[config.mk]
export PLATFORM = sky130hd
export DESIGN_NAME = instr_mem_loader
export DESIGN_NICKNAME = d
export VERILOG_FILES = /design/src/rtl/instr_mem_loader.sv
export SDC_FILE = /design/constraint.sdc
export NUM_CORES = 2
export LEC_CHECK = 0
export ABC_AREA = 0
export CAP_MARGIN = 20
export CORE_MARGIN = 5
export CORE_UTILIZATION = 41
export CTS_CLUSTER_SIZE = 28
export DETAILED_ROUTE_END_ITERATION = 12
export PLACE_DENSITY = 0.6
export SLEW_MARGIN = 30
export SYNTH_ARGS = -nofsm -noshare
export SYNTH_HDL_FRONTEND = slang
export SYNTH_SLANG_ARGS = --single-unit
[constraint.sdc]
create_clock -name clk -period 3.29 [get_ports clk]
set_clock_uncertainty 0.05 [all_clocks]
set_input_delay 0.987 -clock clk [delete_from_list [all_inputs] [get_ports clk]]
set_output_delay 0.987 -clock clk [all_outputs]
set_load 0.02 [all_outputs]
[src/rtl/instr_mem_loader.sv]
// Instruction memory filled by a byte-stream loader FSM, read through a registered fetch port.
// Build with PARITY_EN defined to store an even-parity bit per word and flag mismatches on fetch.
module instr_mem_loader #(
  parameter int                DATA_W      = 16,
  parameter int                ADDR_W      = 8,
  parameter logic [DATA_W-1:0] RESET_INSTR = '0
) (
  input  logic              clk,
  input  logic              reset,
  input  logic              load_start,
  input  logic [ADDR_W-1:0] load_base,
  input  logic [ADDR_W:0]   load_len,
  input  logic [7:0]        load_byte,
  input  logic              load_valid,
  output logic              load_ready,
  output logic              load_done,
  output logic              busy,
  input  logic              fetch_en,
  input  logic [ADDR_W-1:0] fetch_addr,
  output logic [DATA_W-1:0] instr_out,
  output logic              instr_valid,
  output logic              parity_err
);
  localparam int DEPTH = 2**ADDR_W;
  localparam int NB    = DATA_W / 8;
  localparam int BC_W  = (NB > 1) ? $clog2(NB) : 1;
`ifdef PARITY_EN
  localparam int MEM_W = DATA_W + 1;
`else
  localparam int MEM_W = DATA_W;
`endif
  localparam logic [ADDR_W:0] DEPTH_L = {1'b1, {ADDR_W{1'b0}}};

  localparam logic [1:0] S_IDLE = 2'd0;
  localparam logic [1:0] S_LOAD = 2'd1;
  localparam logic [1:0] S_DONE = 2'd2;

  logic [1:0]        state;
  logic [ADDR_W-1:0] wptr;
  logic [ADDR_W:0]   remaining;
  logic [BC_W-1:0]   bcnt;
  logic [DATA_W-1:0] asm_word;
  logic [DATA_W-1:0] wdata;
  logic [MEM_W-1:0]  mem [DEPTH];
  logic [MEM_W-1:0]  rd_word;
  logic              accept;
  logic              last_byte;
  logic              wr_en;
  logic              fetch_go;
  logic [ADDR_W:0]   len_clamped;

  assign load_ready  = (state == S_LOAD);
  assign load_done   = (state == S_DONE);
  assign busy        = (state != S_IDLE);
  assign accept      = load_valid && load_ready;
  assign last_byte   = (bcnt == BC_W'(NB - 1));
  assign wr_en       = accept && last_byte && !reset;
  assign fetch_go    = fetch_en && (state == S_IDLE) && !reset;
  assign len_clamped = (load_len > DEPTH_L) ? DEPTH_L : load_len;
  assign rd_word     = mem[fetch_addr];

  // Current byte merged into the partial word so the last byte can be written on its own edge.
  always_comb begin
    wdata = asm_word;
    for (int k = 0; k < NB; k++) begin
      if (bcnt == BC_W'(k)) wdata[8*k +: 8] = load_byte;
    end
  end

  always_ff @(posedge clk) begin
    if (reset) begin
      state     <= S_IDLE;
      wptr      <= '0;
      remaining <= '0;
      bcnt      <= '0;
      asm_word  <= '0;
    end else begin
      case (state)
        S_IDLE: begin
          if (load_start) begin
            wptr      <= load_base;
            remaining <= len_clamped;
            bcnt      <= '0;
            state     <= (len_clamped == '0) ? S_DONE : S_LOAD;
          end
        end
        S_LOAD: begin
          if (accept) begin
            asm_word <= wdata;
            if (last_byte) begin
              bcnt      <= '0;
              wptr      <= wptr + 1'b1;
              remaining <= remaining - 1'b1;
              if (remaining == (ADDR_W+1)'(1)) state <= S_DONE;
            end else begin
              bcnt <= bcnt + 1'b1;
            end
          end
        end
        S_DONE:  state <= S_IDLE;
        default: state <= S_IDLE;
      endcase
    end
  end

  // Storage is deliberately left out of reset so a reset never destroys a loaded program.
  always_ff @(posedge clk) begin
    if (wr_en) begin
`ifdef PARITY_EN
      mem[wptr] <= {^wdata, wdata};
`else
      mem[wptr] <= wdata;
`endif
    end
  end

  always_ff @(posedge clk) begin
    if (reset) begin
      instr_out   <= RESET_INSTR;
      instr_valid <= 1'b0;
    end else begin
      instr_valid <= fetch_go;
      if (fetch_go) instr_out <= rd_word[DATA_W-1:0];
    end
  end

`ifdef PARITY_EN
  // Stored bit plus data XOR to 1 exactly when the even-parity relation is broken.
  always_ff @(posedge clk) begin
    if (reset) begin
      parity_err <= 1'b0;
    end else if (fetch_go) begin
      parity_err <= ^rd_word;
    end
  end
`else
  assign parity_err = 1'b0;
`endif

endmodule

==> run summary <==
STATUS
--------------------------------------------------------------------------------
Outcome ........................................................... finished with violations
Violated checks ................................................... setup timing

PLACEMENT
--------------------------------------------------------------------------------
Cell area reported after detailed placement .......................    0.179 mm2
Count of input and output buffers .................................           57
Placed wire-length estimate after detailed placement ..............    303000 um
# placed instances ................................................        13900
Routability Congestion ............................................        0.937
Place WS ..........................................................     -1250 ps

SYNTH
--------------------------------------------------------------------------------
Library cell with the highest instance count after synthesis ...... sky130_fd_sc_hd__edfxtp_1
Register bit count reported by yosys ..............................         4149
Number of flops mapped to enable cells by yosys ...................         4096
Cells taking the most area after synthesis ........................ sky130_fd_sc_hd__edfxtp_1 (76%), sky130_fd_sc_hd__mux4_2 (10%), sky130_fd_sc_hd__mux2i_1 (4.0%)
FFs w/ async S/R, synth ...........................................           0%
Mean instance size in the synthesized netlist .....................     20.6 um2
Main flop type after synthesis .................................... sky130_fd_sc_hd__edfxtp_1
Most area-hungry cell type in the Yosys netlist ................... sky130_fd_sc_hd__edfxtp_1
Sequential element share of the synthesized area ..................        77.2%
Synthesized Nets ..................................................         7867
Cell area after synthesis .........................................    0.161 mm2
Warnings, synthesis ...............................................            0
Most used standard cells in the synthesized netlist ............... sky130_fd_sc_hd__edfxtp_1 (4096), sky130_fd_sc_hd__mux4_2 (713), sky130_fd_sc_hd__mux2i_1 (639)
Synth top area share ..............................................        76.5%
Number of library cell types mapped by synthesis ..................           69
Cell count after synthesis ........................................         7823

CLOCK NETWORK
--------------------------------------------------------------------------------
Number of levels the H-tree was split into ........................            5
Max clock buf depth ...............................................            4
Clock transition at the registers of the reported paths ...........        60 ps
Post CTS Setup Buffer Count .......................................            0
Num Clock Sinks ...................................................         4149
Master cell of the clock root buffer .............................. sky130_fd_sc_hd__clkbuf_16
CTS tree ..........................................................        built
Post-CTS Hold Fix Bufs ............................................            0
Clock latency at the later pin of the worst-skew pair .............       970 ps
Num CTS Buffers ...................................................          421

DETAILED ROUTING
--------------------------------------------------------------------------------
Total number of vias ..............................................        86000
Violation count after the first detailed-routing iteration ........        10900
Average vias per placed instance ..................................         5.85
Post-detailed-route wirelength per cell ...........................      31.3 um
DRC errors left ...................................................            0
Number of nets still failing antenna checks after routing .........            0
First-pass iteration count of the detailed router .................            6
Routed wire length ................................................    460000 um

TIMING
--------------------------------------------------------------------------------
Worst rel slew slack ..............................................        34.4%
Final count of hold timing violations .............................            0
Unrepaired setup endpoints after global routing ...................           no
Final Hold Slack ..................................................       362 ps
Slew @ Worst Pin ..................................................       959 ps
Minimum clock period after layout .................................      3320 ps
Max-slew violation total from the final report ....................            0
Sum of negative setup slack .......................................     -61.0 ps
Tcrit/Tclk final ..................................................         101%
Final WS setup ....................................................     -34.7 ps
Fmax ..............................................................      301 MHz
Final Setup Violations ............................................            3

WORST SETUP PATH
--------------------------------------------------------------------------------
Setup Crit Path Kind ..............................................    in -> reg
Critical register-to-register path endpoint ....................... instr_out[10]
CP endpoint kind ..................................................         flop
R2R depth .........................................................            9
Data required, critical path ......................................      4170 ps
Source of the worst register-to-register timing path ..............  mem[53][10]
Worst setup path endpoint ......................................... instr_out[11]
Critical Path Start ............................................... fetch_addr[2]
Critical-path maximum fanout ......................................           15
Startpoint types ..................................................    input pin
Register-to-register setup slack ..................................       430 ps
Crit path arrival time ............................................      4200 ps

GLOBAL ROUTING
--------------------------------------------------------------------------------
Antenna violations before repair ..................................           40
Global-route total usage across every layer .......................        22.2%
Vias in the first global route ....................................        85500
Overflow after GRT ................................................            0
First-pass GRT wire length ........................................    649000 um
Pin count of the biggest net entering global routing ..............          108

JOB
--------------------------------------------------------------------------------
Max Cap Violations ................................................            0

LAYOUT
--------------------------------------------------------------------------------
Fraction of final layout cells sized beyond drive strength 1 ......        28.8%
Final standard cell count with taps included and fillers excluded .        14700
Post-layout instance area .........................................    0.193 mm2
Layout-stage area growth over the synthesis result ................        19.9%
Filler cell count in the final layout .............................        31300
Total Nets Final ..................................................         9173
Util after Layout .................................................        49.2%

MIN PATH
--------------------------------------------------------------------------------
Hold path cells ...................................................            3
Worst min-delay path category .....................................    in -> reg

POWER AND IR DROP
--------------------------------------------------------------------------------
Total power density per cell area .................................   578 mW/mm2
IR drop worst, VDD ................................................     0.382 mV
Cell internal power dissipation ...................................      87.3 mW
Leakage power .....................................................      66.6 nW
Total net switching power .........................................      24.3 mW
Total Power .......................................................       112 mW
Proportion of total power due to net switching ....................        21.7%
Combinational power share .........................................         5.7%
Sequential cell fraction of total power ...........................        52.3%
Clock power frac ..................................................        42.0%

DIE
--------------------------------------------------------------------------------
Die area ..........................................................    0.405 mm2
Starting Density ..................................................        41.1%
Row Count .........................................................          230
Core ar. ..........................................................    0.392 mm2
Die Wd ............................................................       636 um
I/O pin total .....................................................           59
DIE HEIGHT ........................................................       636 um

==> cells in the final DEF, fill, tap and decap left out, types with 41 or more instances in the layout <==
| cell type | instances |
|---|---|
| sky130_fd_sc_hd__buf_12 | 355 |
| sky130_fd_sc_hd__a211oi_1 | 84 |
| sky130_fd_sc_hd__nand2_1 | 263 |
| sky130_fd_sc_hd__nor3_1 | 41 |
| sky130_fd_sc_hd__buf_4 | 943 |
| sky130_fd_sc_hd__clkinv_1 | 98 |
| sky130_fd_sc_hd__mux2i_1 | 639 |
| sky130_fd_sc_hd__mux4_2 | 713 |
| sky130_fd_sc_hd__a22oi_1 | 102 |
| sky130_fd_sc_hd__nor2_1 | 336 |
| sky130_fd_sc_hd__o22ai_1 | 203 |
| sky130_fd_sc_hd__edfxtp_1 | 4096 |
| sky130_fd_sc_hd__clkdlybuf4s50_1 | 44 |
| sky130_fd_sc_hd__o21ai_0 | 89 |
| sky130_fd_sc_hd__a21oi_1 | 156 |
| sky130_fd_sc_hd__o221ai_1 | 131 |
| sky130_fd_sc_hd__clkinv_2 | 60 |
| sky130_fd_sc_hd__clkbuf_1 | 93 |
| sky130_fd_sc_hd__clkbuf_16 | 425 |
==> timing repair <==
item                                    in CTS  in global routing
resized for setup                           33                  6
endpoints found under the setup margin      22                  6
gates cloned                                 0                  0
==> state kept, by name (all words and copies together) (netlist names) <==
name and cells:
state 2, remaining 9, instr_valid 1, wptr 8, mem 4096, asm_word 16
instr_out 16, bcnt 1
==> power by group through the flow <==
stage               registers, mW  clock network, mW  logic (mW)
floorplan                    59.4                  0        3.10
global placement             59.4                  0        6.19
detailed placement           59.4                  0        6.29
CTS                          58.3               47.6        6.30
global route                 58.3               49.9        6.57
finish                       58.3               46.9        6.33
==> routing by layer <==
layer / GRT usage (%) / routed length [um]
met5: 0 / 106
met4: 7.58 / 17500
met3: 4.61 / 46300
met2: 34.2 / 212000
met1: 31.8 / 185000
==> area by class of cell <==
| class | instances | area, um2 | share of cell area [%] |
|---|---|---|---|
| flip-flops and latches | 4149 | 124000 | 64.4 |
| multi-input cells | 3171 | 33800 | 17.5 |
| repair buffers | 1355 | 14800 | 7.66 |
| clock buffers | 523 | 11100 | 5.73 |
| well taps | 5220 | 6530 | 3.39 |
| clock inverters | 243 | 2430 | 1.26 |
| inverters | 31 | 124 | 0.0642 |
| diodes | 12 | 30.0 | 0.0156 |
==> kinds of logic after synthesis <==
logic type	count (synthesis)	synth area share, %
and+or+nand+nor	844	2.29
adders and majority gates	6	0.0467
DFF	4149	77.2
other	1	0.00233
AOI/OAI and AO/OA	908	3.91
buffers and inverters	503	2.13
muxes	1412	14.5
==> worst min-delay path by stage <==
stage | from | to | slack, ps
finish | reset | instr_valid | 360
global route | reset | instr_valid | 340
CTS | reset | instr_valid | 280
detailed placement | remaining[6] | remaining[6] | 450
global placement | remaining[7] | remaining[7] | 410
floorplan | remaining[7] | remaining[7] | 400
==> critical path: stages <==
cell                        delay (ps)
sky130_fd_sc_hd__clkbuf_8          170
sky130_fd_sc_hd__buf_4             340
sky130_fd_sc_hd__buf_4             210
sky130_fd_sc_hd__nand3b_1          290
sky130_fd_sc_hd__buf_12            280
sky130_fd_sc_hd__o22ai_1           450
sky130_fd_sc_hd__a2111oi_0         150
sky130_fd_sc_hd__buf_4             180
sky130_fd_sc_hd__or3_1             410
sky130_fd_sc_hd__nor4_4            390
sky130_fd_sc_hd__buf_4             180
sky130_fd_sc_hd__a221o_1            90
(Power assumes the default switching activity.)
